<file path="src/rtl/swm_cfg_loader_pkg.sv">
// Shared types and constants for the switch-matrix configuration loader.
// Entries are {index[2:0], side[2:0]} packed into six bits.
package swm_pkg;

    localparam int NUM_TB = 5;
    localparam int NUM_LR = 4;
    localparam int CFG_W  = 6;
    localparam int N_ENT  = 2 * NUM_TB + 2 * NUM_LR;
    localparam int FLAT_W = N_ENT * CFG_W;
    localparam int CNT_W  = 5;

    localparam logic [7:0]       SYNC     = 8'hA5;
    localparam logic [CNT_W-1:0] LAST_CNT = CNT_W'(N_ENT - 1);

    // Entry base offsets within the flat routing bus, in entry units
    localparam int TOP_BASE   = 0;
    localparam int BOT_BASE   = TOP_BASE + NUM_TB;
    localparam int LEFT_BASE  = BOT_BASE + NUM_TB;
    localparam int RIGHT_BASE = LEFT_BASE + NUM_LR;

    typedef enum logic [2:0] {
        SIDE_NONE   = 3'd0,
        SIDE_TOP    = 3'd1,
        SIDE_RIGHT  = 3'd2,
        SIDE_BOTTOM = 3'd3,
        SIDE_LEFT   = 3'd4
    } side_e;

    typedef struct packed {
        logic [2:0] index;
        logic [2:0] side;
    } entry_t;

    typedef enum logic [1:0] {
        ST_IDLE,
        ST_PAYLOAD,
        ST_CSUM,
        ST_COMMIT
    } state_e;

endpackage

</file>
<file path="src/rtl/swm_cfg_loader_if.sv">
// Byte-wide valid/ready configuration stream.
interface swm_cfg_loader_if;
    logic       s_valid;
    logic       s_ready;
    logic [7:0] s_data;

    modport master (output s_valid, output s_data, input s_ready);
    modport slave  (input s_valid, input s_data, output s_ready);
endinterface

</file>
<file path="src/rtl/swm_cfg_loader_entry_check.sv">
// Combinational legality check of one routing-entry byte at payload slot cnt.
// Kept standalone so a readback path can reuse the same rules.
module swm_entry_check
    import swm_pkg::*;
(
    input  logic [7:0]       data,
    input  logic [CNT_W-1:0] cnt,
    output logic             legal
);

    entry_t entry;
    assign entry = entry_t'(data[5:0]);

    always_comb begin
        legal = 1'b1;
        if (data[7:6] != 2'b00) begin
            legal = 1'b0;
        end
        case (side_e'(entry.side))
            SIDE_NONE: ;
            SIDE_TOP, SIDE_BOTTOM: begin
                if (entry.index >= 3'(NUM_TB)) legal = 1'b0;
            end
            SIDE_RIGHT, SIDE_LEFT: begin
                if (entry.index >= 3'(NUM_LR)) legal = 1'b0;
            end
            default: legal = 1'b0;
        endcase
        // A slot number past the last entry can only come from a readback misuse
        if (cnt > LAST_CNT) begin
            legal = 1'b0;
        end
    end

endmodule

</file>
<file path="src/rtl/swm_cfg_loader.sv">
// Frame loader: SYNC, 18 entry bytes, XOR checksum; commits all entries
// atomically to the matrix select bus only when the whole frame is good.
module swm_cfg_loader
    import swm_pkg::*;
(
    input  logic              clk,
    input  logic              rst_n,
    swm_cfg_loader_if.slave   s,
    input  logic              abort,
    output logic [FLAT_W-1:0] cfg_flat,
    output logic              cfg_update,
    output logic              cfg_err,
    output logic              busy,
    output logic [7:0]        err_count
);

    state_e            state_reg;
    logic [CNT_W-1:0]  cnt_reg;
    logic [7:0]        csum_reg;
    logic              bad_reg;
    logic [FLAT_W-1:0] cfg_flat_reg;
    logic              cfg_update_reg;
    logic              cfg_err_reg;
    logic [7:0]        err_count_reg;

    logic [CFG_W-1:0]  shadow_reg [N_ENT];
    logic [FLAT_W-1:0] shadow_flat;
    logic              xfer;
    logic              entry_legal;

    assign s.s_ready  = (state_reg != ST_COMMIT);
    assign xfer       = s.s_valid && s.s_ready;
    assign busy       = (state_reg != ST_IDLE);
    assign cfg_flat   = cfg_flat_reg;
    assign cfg_update = cfg_update_reg;
    assign cfg_err    = cfg_err_reg;
    assign err_count  = err_count_reg;

    swm_entry_check u_check (
        .data  (s.s_data),
        .cnt   (cnt_reg),
        .legal (entry_legal)
    );

    // One shadow register per entry; only the slot addressed by cnt loads
    generate
        for (genvar gi = 0; gi < N_ENT; gi++) begin : g_shadow
            always_ff @(posedge clk or negedge rst_n) begin
                if (!rst_n) begin
                    shadow_reg[gi] <= '0;
                end else if (!abort && state_reg == ST_PAYLOAD && xfer
                             && cnt_reg == CNT_W'(gi)) begin
                    shadow_reg[gi] <= s.s_data[CFG_W-1:0];
                end
            end
            assign shadow_flat[gi*CFG_W +: CFG_W] = shadow_reg[gi];
        end
    endgenerate

    always_ff @(posedge clk or negedge rst_n) begin
        if (!rst_n) begin
            state_reg      <= ST_IDLE;
            cnt_reg        <= '0;
            csum_reg       <= '0;
            bad_reg        <= 1'b0;
            cfg_flat_reg   <= '0;
            cfg_update_reg <= 1'b0;
            cfg_err_reg    <= 1'b0;
            err_count_reg  <= '0;
        end else begin
            cfg_update_reg <= 1'b0;
            cfg_err_reg    <= 1'b0;
            if (abort) begin
                // Abort wins even over a commit: the frame simply never happened
                state_reg <= ST_IDLE;
                cnt_reg   <= '0;
                csum_reg  <= '0;
                bad_reg   <= 1'b0;
            end else begin
                case (state_reg)
                    ST_IDLE: begin
                        if (xfer && s.s_data == SYNC) begin
                            state_reg <= ST_PAYLOAD;
                            cnt_reg   <= '0;
                            csum_reg  <= '0;
                            bad_reg   <= 1'b0;
                        end
                    end
                    ST_PAYLOAD: begin
                        if (xfer) begin
                            csum_reg <= csum_reg ^ s.s_data;
                            bad_reg  <= bad_reg | ~entry_legal;
                            if (cnt_reg == LAST_CNT) begin
                                state_reg <= ST_CSUM;
                            end else begin
                                cnt_reg <= cnt_reg + 1'b1;
                            end
                        end
                    end
                    ST_CSUM: begin
                        if (xfer) begin
                            bad_reg   <= bad_reg | (s.s_data != csum_reg);
                            state_reg <= ST_COMMIT;
                        end
                    end
                    ST_COMMIT: begin
                        if (bad_reg) begin
                            cfg_err_reg <= 1'b1;
                            if (err_count_reg != 8'hFF) begin
                                err_count_reg <= err_count_reg + 1'b1;
                            end
                        end else begin
                            cfg_flat_reg   <= shadow_flat;
                            cfg_update_reg <= 1'b1;
                        end
                        cnt_reg   <= '0;
                        state_reg <= ST_IDLE;
                    end
                    default: state_reg <= ST_IDLE;
                endcase
            end
        end
    end

endmodule

</file>
<file path="src/flat_wrapper.sv">
// flat-port wrapper written by rule: the top's interface ports become plain ports
module swm_cfg_loader_flat import swm_pkg::*;
  (clk, rst_n, abort, cfg_flat, cfg_update, cfg_err, busy, err_count, s_s_valid, s_s_data, s_s_ready);
  swm_cfg_loader_if s_i ();
  input  logic clk;
  input  logic rst_n;
  input  logic abort;
  output logic [FLAT_W-1:0] cfg_flat;
  output logic cfg_update;
  output logic cfg_err;
  output logic busy;
  output logic [7:0] err_count;
  input wire logic [$bits(s_i.s_valid)-1:0] s_s_valid;
  input wire logic [$bits(s_i.s_data)-1:0] s_s_data;
  output wire logic [$bits(s_i.s_ready)-1:0] s_s_ready;
  assign s_i.s_valid = s_s_valid;
  assign s_i.s_data = s_s_data;
  assign s_s_ready = s_i.s_ready;
  swm_cfg_loader u_core (.clk(clk), .rst_n(rst_n), .s(s_i), .abort(abort), .cfg_flat(cfg_flat), .cfg_update(cfg_update), .cfg_err(cfg_err), .busy(busy), .err_count(err_count));
endmodule
</file>
<file path="config.mk">
export PLATFORM = sky130hd
export DESIGN_NAME = swm_cfg_loader_flat
export DESIGN_NICKNAME = d
export VERILOG_FILES = /design/src/rtl/swm_cfg_loader_pkg.sv /design/src/rtl/swm_cfg_loader_if.sv /design/src/rtl/swm_cfg_loader_entry_check.sv /design/src/rtl/swm_cfg_loader.sv /design/src/flat_wrapper.sv
export SDC_FILE = /design/constraint.sdc
export NUM_CORES = 1
export LEC_CHECK = 0
export ABC_AREA = 0
export CAP_MARGIN = 20
export CORE_UTILIZATION = 35
export DETAILED_ROUTE_END_ITERATION = 7
export PLACE_DENSITY_LB_ADDON = 0.3
export RECOVER_POWER = 25
export SYNTH_ARGS = -nofsm -noshare
export SYNTH_HDL_FRONTEND = slang
export SYNTH_SLANG_ARGS = --single-unit
</file>
<file path="constraint.sdc">
create_clock -name clk -period 1.8 [get_ports clk]
set_clock_uncertainty 0.05 [all_clocks]
set_input_delay 0.18 -clock clk [delete_from_list [all_inputs] [get_ports clk]]
set_output_delay 0.18 -clock clk [all_outputs]
set_load 0.05 [all_outputs]
</file>
# --- After elaboration in Yosys (flattened, before gate mapping) ---
# Index checks and enable logic that the tools add are counted.
totals:
  input_bits: 12
  wordCells: 140
  output_inout_bits: 120
  ff_bits: 242
op_classes:
  n_bitwise: 6
  eq_ne: 33
  addsub: 2
  magnitude_cmp: 3
  n_reduce_logical: 39
  n_mux: 31
ops:
  columns: ["cell", "n"]
  rows:
  - ["equality test 5 x 4 -> 1 bit (second input constant)", 8]
  - ["2-to-1 mux 8 bit", 3]
  - ["logical AND 1 bit", 22]
  - ["equality test 5 x 3 -> 1 bit (second input constant)", 4]
  - ["2-to-1 mux 5 bit", 4]
  - ["case mux 8 bit (2 select lines)", 1]
  - ["AND reduction 4 bit", 4]
  - ["case mux 5 bit (3 select lines)", 1]
  - ["2-to-1 mux 1 bit", 14]
  - ["equality test 5 x 2 -> 1 bit (second input constant)", 2]
  - ["equality test 5 bit (second input constant)", 2]
  - ["2-to-1 mux 2 bit", 5]
  - ["inequality test 3 x 2 -> 1 bit (second input constant)", 3]
  - ["adder 8 x 1 -> 8 bit (second input constant)", 1]
  - ["equality test 8 bit (second input constant)", 1]
  - ["inequality test 8 bit", 1]
  - ["inequality test 8 bit (second input constant)", 1]
  - ["case mux 2 bit (4 select lines)", 1]
  - ["nonzero test 4 bit", 2]
  - ["XOR 8 bit", 1]
  - ["equality test 3 x 2 -> 1 bit (second input constant)", 2]
  - ["greater-or-equal comparator 3 bit (second input constant)", 2]
  - ["inequality test 3 bit (second input constant)", 2]
  - ["case mux 1 bit (3 select lines)", 2]
  - ["18 further kinds", 25]

# --- Depth between registers and ports, before layout ---
# Gate-level depths: netlist (run 1).
logic_depth:
  word_depth: 10
  ltp_mapped: 8
  mapped_depth_nobuf: 8

# --- Cells and area by module ---
# Synthesis (run 1) repeated with hierarchy kept, for this count alone.
unflattened:
  cells_unflattened: 667
  area_unflattened_um2: 9760.6
by_module_without_submodules:
  columns: ["mod", "n_inst", "cells_each", "area_each_um2", "seq_area_each_um2"]
  rows:
  - ["swm_cfg_loader", 1, 661, 9714.3, 6055.8]
  - ["swm_entry_check", 1, 6, 46.3, 0.0]

# --- Worst setup path after synthesis (run 1) ---
# OpenSTA, ideal clock, no wires.
synth_path:
  kind: "reg2reg"
  from: "reg u_core.state_reg[1]"
  to: "reg u_core.shadow_reg, in the netlist u_core.shadow_flat[85]"
  period_less_slack_ns: 2.184
  path_buffers: 0
  path_slack_ns: -0.384
  t_arrival_ns: 2.007
  stages_incl_launch_ff: 8
  required_time_ns: 1.622
  setup_time_ns: 0.128
  cell_sequence: "dfrtp_1 > ha_1 > inv_1 > nand3_2 > nor3_4 > and2_4 > nand3_4 > mux2_1"
synth_via:
  elab_chain_cells: 4
  word_cells_on_any_way: 6
  classes_between: "eq/ne (2); reduce/logical (4)"
synth_rtl:
  columns: ["element", "line_no", "source"]
  rows:
  - ["start: declaration", "swm_cfg_loader.sv:17", "state_e state_reg;"]
  - ["start signal: assignment", "swm_cfg_loader.sv:62", "state_reg <= ST_IDLE;"]
  - ["start signal: assignment", "swm_cfg_loader.sv:75", "state_reg <= ST_IDLE;"]
  - ["start signal: assignment", "swm_cfg_loader.sv:83", "state_reg <= ST_PAYLOAD;"]
  - ["inequality test 2 bit", "swm_cfg_loader.sv:31", "assign s.s_ready = (state_reg != ST_COMMIT);"]
  - ["named net s_s_ready", "flat_wrapper.sv:15", "output wire logic [$bits(s_i.s_ready)-1:0] s_s_ready;"]
  - ["logical AND 1 bit", "swm_cfg_loader.sv:32", "assign xfer = s.s_valid && s.s_ready;"]
  - ["logical AND 1 bit", "swm_cfg_loader.sv:51", "end else if (!abort && state_reg == ST_PAYLOAD && xfer"]
  - ["logical AND 1 bit", "swm_cfg_loader.sv:52", "&& cnt_reg == CNT_W'(gi)) begin"]
  - ["end signal: indexed assignment", "swm_cfg_loader.sv:53", "shadow_reg[gi] <= s.s_data[CFG_W-1:0];"]
  - ["end: declaration", "swm_cfg_loader.sv:26", "logic [CFG_W-1:0] shadow_reg [N_ENT];"]
# The timed path passes the listed nets, and every way through them passes these cells.
# A chain may end at the register's enable or synchronous reset.

# --- Final worst setup path (run 1) ---
layout_path:
  from: "reg u_core.state_reg[1]"
  to: "reg u_core.cfg_flat_reg[82], in the netlist u_core.cfg_flat[82]"
layout_via:
  elab_chain_cells: 2
layout_rtl:
  columns: ["element", "line_no", "source"]
  rows:
  - ["equality test 2 bit", "swm_cfg_loader.sv:80", "case (state_reg)"]
  - ["AND reduction 3 bit (no source line)", null, null]
  - ["end signal: assignment", "swm_cfg_loader.sv:113", "cfg_flat_reg <= shadow_flat;"]
  - ["end: declaration", "swm_cfg_loader.sv:21", "logic [FLAT_W-1:0] cfg_flat_reg;"]
# Every way passes these cells.

==> results of run 1 <==
through the flow:
stage	cell area (um2)	hold slack (ns)	total power [mW]	utilization (%)
after floorplan	9730	-0.166	7.76	-
after global placement	11900	0.0963	8.86	44.0
after detailed placement	11900	0.102	8.88	44.0
after CTS	12700	0.143	14.3	47.0
after global routing	14000	0.418	15.6	51.9
final	14000	0.408	15.0	51.9
power breakdown:
part	leakage, nW	internal (mW)	switching [mW]	total [mW]
clock network	0.426	3.26	2.14	5.40
logic	3.62	1.54	1.87	3.41
registers	3.35	5.84	0.302	6.14
kinds of logic after synthesis:
group,after synthesis,synth area share (%)
AO/OA/AOI/OAI,92,5.45
XOR/XNOR,7,0.635
adder cells (fa/ha/maj),11,1.43
buffers and inverters,51,2.32
flip-flops,242,62.8
multiplexers,169,19.7
AND/OR/NAND/NOR,136,7.70
metal layers:
layer	vias up	GRT usage (%)	routed length, um
li1	2926	-	-
met1	3228	22.6	11500
met2	127	24.5	11100
met3	39	2.89	957
met4	0	3.79	634
met5	-	0	0
layout make-up:
class / count / share of cell area, %
Sequential cell: 242 / 43.2
Multi-Input combinational cell: 416 / 29.3
Timing Repair Buffer: 235 / 17.8
Clock buffer: 36 / 5.20
Tap cell: 341 / 3.04
Clock inverter: 11 / 0.998
Inverter: 14 / 0.419
final timing paths:
| path | start | endpoint | depth (start not counted) |
|---|---|---|---|
| max reg2reg | u_core.state_reg[1]$_DFFE_PN0P_ | u_core.cfg_flat[82]$_DFFE_PN0P_ | 8 |
| min | s_s_data[7] | u_core.csum_reg[7]$_DFFE_PN0P_ | 4 |
| min reg2reg | u_core.shadow_flat[100]$_DFFE_PN0P_ | u_core.shadow_flat[100]$_DFFE_PN0P_ | 2 |
| max in group asynchronous | rst_n | u_core.shadow_flat[22]$_DFFE_PN0P_ | 3 |
| min in group asynchronous | rst_n | u_core.cfg_flat[87]$_DFFE_PN0P_ | 2 |
| max | u_core.state_reg[1]$_DFFE_PN0P_ | u_core.cfg_flat[82]$_DFFE_PN0P_ | 8 |
worst max-delay path: stages (launching register included):
cell                         delay [ns]
sky130_fd_sc_hd__dfrtp_2           0.40
sky130_fd_sc_hd__ha_4              0.18
sky130_fd_sc_hd__clkinvlp_4        0.10
sky130_fd_sc_hd__buf_6             0.13
sky130_fd_sc_hd__nor3_4            0.21
sky130_fd_sc_hd__buf_6             0.17
sky130_fd_sc_hd__buf_12            0.17
sky130_fd_sc_hd__clkbuf_16         0.17
sky130_fd_sc_hd__mux2_4            0.30
repair_timing:
| action | in CTS | in global routing |
|---|---|---|
| hold buffers | 1 | 0 |
| endpoints found under the setup margin | 314 | 244 |
| cloned | 0 | 20 |
| pin swaps | 2 | 42 |
| buffers inserted | 1 | 15 |
| resized for setup | 97 | 256 |
| hold endpoints to repair | 220 | 0 |
cell usage in the layout (no fill, tap or decap), types with 3 or more instances in the layout:
master and count:
sky130_fd_sc_hd__o21ai_1 27, sky130_fd_sc_hd__nand2_4 9, sky130_fd_sc_hd__clkdlybuf4s50_1 10, sky130_fd_sc_hd__buf_16 3
sky130_fd_sc_hd__nand2_1 41, sky130_fd_sc_hd__nand4_1 4, sky130_fd_sc_hd__clkbuf_1 7, sky130_fd_sc_hd__dlygate4sd2_1 91
sky130_fd_sc_hd__mux2_4 104, sky130_fd_sc_hd__inv_1 10, sky130_fd_sc_hd__ha_1 6, sky130_fd_sc_hd__o21ai_2 18
sky130_fd_sc_hd__buf_4 64, sky130_fd_sc_hd__ha_4 3, sky130_fd_sc_hd__nand2b_1 10, sky130_fd_sc_hd__nor2_1 11
sky130_fd_sc_hd__nand3_1 4, sky130_fd_sc_hd__clkinv_2 5, sky130_fd_sc_hd__nand3_2 6, sky130_fd_sc_hd__o21ai_0 32
sky130_fd_sc_hd__dfrtp_2 4, sky130_fd_sc_hd__mux2_2 62, sky130_fd_sc_hd__nor3_4 3, sky130_fd_sc_hd__nor2b_1 5
sky130_fd_sc_hd__buf_6 19, sky130_fd_sc_hd__buf_8 6, sky130_fd_sc_hd__clkbuf_16 39, sky130_fd_sc_hd__nand2_2 20
sky130_fd_sc_hd__nand3_4 3, sky130_fd_sc_hd__dlymetal6s2s_1 18, sky130_fd_sc_hd__nor2_4 3, sky130_fd_sc_hd__buf_12 10
sky130_fd_sc_hd__bufinv_16 3, sky130_fd_sc_hd__dfrtp_1 238, sky130_fd_sc_hd__xnor2_1 5, sky130_fd_sc_hd__and3_1 3
==> results.toml, run 1 <==
[cts]
htree_levels = 1
clockRootBuffer = "sky130_fd_sc_hd__clkbuf_16"
cts-buffers-inserted = 26
clock_latency_of_the_later_clocked_register_in_the_worst_skew_pair_ns = 0.52
count_of_clock_tree_sinks = 242
tritoncts = "yes"
ctsLongestPathBuffers = 3
path_clk_slew_ns = 0.06

[critical_path]
crit_type = "register to register"
setup.worst_path.end_class = "register"
timing.critical_path.arrival_ns = 2.35
critical_path.max_fanout = 6
timing.reg2reg.setup_slack_ns = -0.20
critical_path_required_ns = 2.15
crit_path_start_kind = "register"

[die]
die-area_um2 = 28200
start_util_pct = 35.7
ioPinCount = 132
die_h_um = 168
core_region_um2 = 27000
floorplan.rows = 60
fp.dieW_um = 168

[place]
dp_worst_setup_slack_ns = -0.233
dp_cells = 1211
io_buffers = 131
hpwl_um = 14400
globalplace.congestion = 0.764

[synthesis]
syn_warnings = 0
synth_cells = 708
yosys.area.top_type_share_pct = 62.8
synth_cell_types = 49
post-synth-top-count-cell = "sky130_fd_sc_hd__dfrtp_1"
synth_common_cells = "242 x sky130_fd_sc_hd__dfrtp_1, 165 x sky130_fd_sc_hd__mux2_2, 64 x sky130_fd_sc_hd__nand2_1, 64 x sky130_fd_sc_hd__o21ai_0, 18 x sky130_fd_sc_hd__clkbuf_1"
synth.ff_latch_count = 242
synth.avg_cell_area_um2 = 13.6
synth_edf_count = 0
ys_async_sr_fraction_pct = 100
synthesis.area_um2 = 9650
most_common_flop_cell_mapped_by_yosys = "sky130_fd_sc_hd__dfrtp_1"
ys_seq_area_share_pct = 62.8
synth_fp_nets = 731
synth_top_cells_by_area = "sky130_fd_sc_hd__dfrtp_1 63%, sky130_fd_sc_hd__mux2_2 19%, sky130_fd_sc_hd__o21ai_0 3.3%"
synth_top_area_cell = "sky130_fd_sc_hd__dfrtp_1"

[timing]
final_period_minus_worst_setup_slack_ns = 2.00
setup_repair_after_global_routing_missed_its_margin = "yes"
tightest_slew_ns = 1.46
maxClockFrequency_ghz = 0.500
period_share_pct = 111
drv_slew = 0
finalWorstSetupSlack_ns = -0.199
max_slew_margin_pct = 2.85
setup-violations-final = 205
final.setup.tns_ns = -25.32
hold_violations = 0

[global_route]
grt_antenna_before_repair = 0
grt_start_max_net_pins = 59
grt_pass1_wl_um = 35100
grt_pass1_vias = 6170
global_route.usage.total_pct = 15.7
globalRouteOverflowTotal = 0

[route]
post-route-drc-count = 0
finalWirelength_um = 24200
final_antenna_net_count = 0
drtIter0Drc = 369
detailroute.via_count = 6320
viasPerCell = 4.88
detail_route.wl_per_cell_um = 18.7
drt_first_pass_iters = 4

[final_layout]
area_of_combinational_cells_with_multiple_inputs_um2 = 4120
layout.area.seq_um2 = 6060
fillers = 2352
syn2layout_area_growth_pct = 45.5
nNetsFinal = 958
diodes = 0
drive_gt1_share_pct = 43.5
final_cell_count_no_fill = 1295

[run_status]
outcome = "finished with violations"
failed_checks = "setup timing"

[run]
max_cap_viol_count = 0

[min_path]
hold_path_class = "primary input to register"

[pwr]
leakage_power_nw = 7.39
worst_ir_drop_vdd_mv = 0.810
power_per_cell_area_nw_per_um2 = 1070
Note: power is estimated with default switching activity, not from simulation.
==> inputs of run 2 (changes only) <==
==> constraint.sdc (replaced) <==
create_clock -name clk -period 1.8 [get_ports clk]
set_clock_uncertainty 0.05 [all_clocks]
set_input_delay 0.18 -clock clk [delete_from_list [all_inputs] [get_ports clk]]
set_output_delay 0.18 -clock clk [all_outputs]
set_load 0.02 [all_outputs]
==> run 2 against run 1 <==
Effect of this change:
- the run ends with capacitance limit, slew limit, setup timing left
- setup slack improved by 0.099 ns
- largest power group unchanged
- cell count down 0.69%
- clock power is essentially flat
- critical path type unchanged
- sequential share of layout area increased by 1.3 points
- design area is 3.1% lower
- wire length is 4.8% lower
==> results.toml, run 2 (synthesis results as in run 1) <==
[place]
io_buffers = 131
dp_cells = 1219
dp_worst_setup_slack_ns = -0.258
globalplace.congestion = 0.780
dpl-instance-area_um2 = 12000
hpwl_um = 14600

[timing]
maxClockFrequency_ghz = 0.526
setup-violations-final = 147
max_slew_margin_pct = -3.40
setup_repair_after_global_routing_missed_its_margin = "yes"
finalWorstSetupSlack_ns = -0.0994
final_period_minus_worst_setup_slack_ns = 1.90
tightest_slew_ns = 1.55
period_share_pct = 106
hold_violations = 0
drv_slew = 51
hold_ws_ns = 0.420

[route]
finalWirelength_um = 23000
detailroute.via_count = 6215
drt_first_pass_iters = 5
final_antenna_net_count = 0
detail_route.wl_per_cell_um = 17.9
viasPerCell = 4.83
post-route-drc-count = 0
drtIter0Drc = 261

[critical_path]
setup.worst_path.end_class = "register"
timing.reg2reg.setup_slack_ns = -0.1
critical_path.max_fanout = 6
critical_path_required_ns = 2.15
crit_path_start_kind = "register"
timing.critical_path.arrival_ns = 2.25
crit_type = "register to register"

[cts]
ctsLongestPathBuffers = 3
htree_levels = 1
clockRootBuffer = "sky130_fd_sc_hd__clkbuf_16"
count_of_clock_tree_sinks = 242
cts-buffers-inserted = 26
tritoncts = "yes"
path_clk_slew_ns = 0.06
clock_latency_of_the_later_clocked_register_in_the_worst_skew_pair_ns = 0.52

[global_route]
grt_pass1_vias = 6421
grt_antenna_before_repair = 0
grt_pass1_wl_um = 36300
grt_start_max_net_pins = 55
globalRouteOverflowTotal = 0
global_route.usage.total_pct = 16.3

[die]
die_h_um = 168
ioPinCount = 132
start_util_pct = 35.7
die-area_um2 = 28200
floorplan.rows = 60
fp.dieW_um = 168
core_region_um2 = 27000

[final_layout]
nNetsFinal = 948
diodes = 0
layout.cells.most_common = "sky130_fd_sc_hd__dfrtp_1"
final_cell_count_no_fill = 1286
syn2layout_area_growth_pct = 41.1
post-route-cell-area_um2 = 13600
drive_gt1_share_pct = 40.5
layout_common_cells = "240 x sky130_fd_sc_hd__dfrtp_1, 118 x sky130_fd_sc_hd__mux2_2, 117 x sky130_fd_sc_hd__clkdlybuf4s50_1"

[run_status]
failed_checks = "capacitance limit, slew limit, setup timing"
outcome = "finished with violations"

[pwr]
worst_ir_drop_vdd_mv = 0.807
power_per_cell_area_nw_per_um2 = 1040
leakage_power_nw = 6.57

[min_path]
hold_path_class = "register to register"

[run]
max_cap_viol_count = 1
==> run 2: final cells by class <==
type | instances | area, um2
clock buffer | 36 | 769
clock inverter | 12 | 115
fill | 2358 | 13400
inverter | 14 | 57.6
multi-input combinational | 416 | 3880
sequential | 242 | 6060
tap | 341 | 427
timing repair buffer | 225 | 2300
==> run 2: routing by layer <==
layer,track usage (%),up-vias,share of wire (%)
li1,-,2908,-
met1,23.4,3139,48
met2,25.9,136,47
met3,2.61,32,3.5
met4,3.87,0,1.9
met5,0,-,0
==> run 2: worst paths after layout <==
path | cells past startpoint | startpoint | to
setup / recovery | 8 | u_core.state_reg[0]$_DFFE_PN0P_ | u_core.cfg_flat[89]$_DFFE_PN0P_
min in group asynchronous | 2 | rst_n | u_core.cfg_flat[98]$_DFFE_PN0P_
setup reg to reg | 8 | u_core.state_reg[0]$_DFFE_PN0P_ | u_core.cfg_flat[89]$_DFFE_PN0P_
hold reg to reg | 2 | u_core.shadow_flat[71]$_DFFE_PN0P_ | u_core.shadow_flat[71]$_DFFE_PN0P_
max in group asynchronous | 3 | rst_n | u_core.shadow_flat[11]$_DFFE_PN0P_
hold / removal | 2 | u_core.shadow_flat[71]$_DFFE_PN0P_ | u_core.shadow_flat[71]$_DFFE_PN0P_
==> run 2: worst max-delay path: stages, from the launching register on <==
cell and delay [ns]:
sky130_fd_sc_hd__dfrtp_2 0.42, sky130_fd_sc_hd__ha_4 0.18, sky130_fd_sc_hd__inv_6 0.04, sky130_fd_sc_hd__buf_6 0.11, sky130_fd_sc_hd__nor3_4 0.23, sky130_fd_sc_hd__buf_8 0.21, sky130_fd_sc_hd__buf_12 0.12, sky130_fd_sc_hd__buf_16 0.11
sky130_fd_sc_hd__mux2_4 0.29
==> run 2: power by group <==
part           internal, mW  switching (mW)
registers              5.84           0.313
clock network          3.27            2.15
logic                  1.29            1.29
total                  10.4            3.76
==> run 2: metrics by stage <==
step / TNS, ns / utilization (%) / power (mW)
3_3_place_gp: -31.37 / 44.3 / 8.41
5_1_grt: -25.01 / 50.4 / 14.8
3_5_place_dp: -34.57 / 44.3 / 8.44
4_1_cts: -8.36 / 48.7 / 14.1
6_report: -8.24 / 50.4 / 14.2
2_1_floorplan: -0.281 / - / 7.35
==> run 2: what timing repair did <==
item | 4_1_cts | 5_1_grt
setup endpoints to repair | 232 | 233
gates resized for setup | 75 | 113
hold endpoints to repair | 242 | 0
hold buffers | 1 | 0
setup buffers | 7 | 1
cloned | 3 | 8
pin swaps | 18 | 20
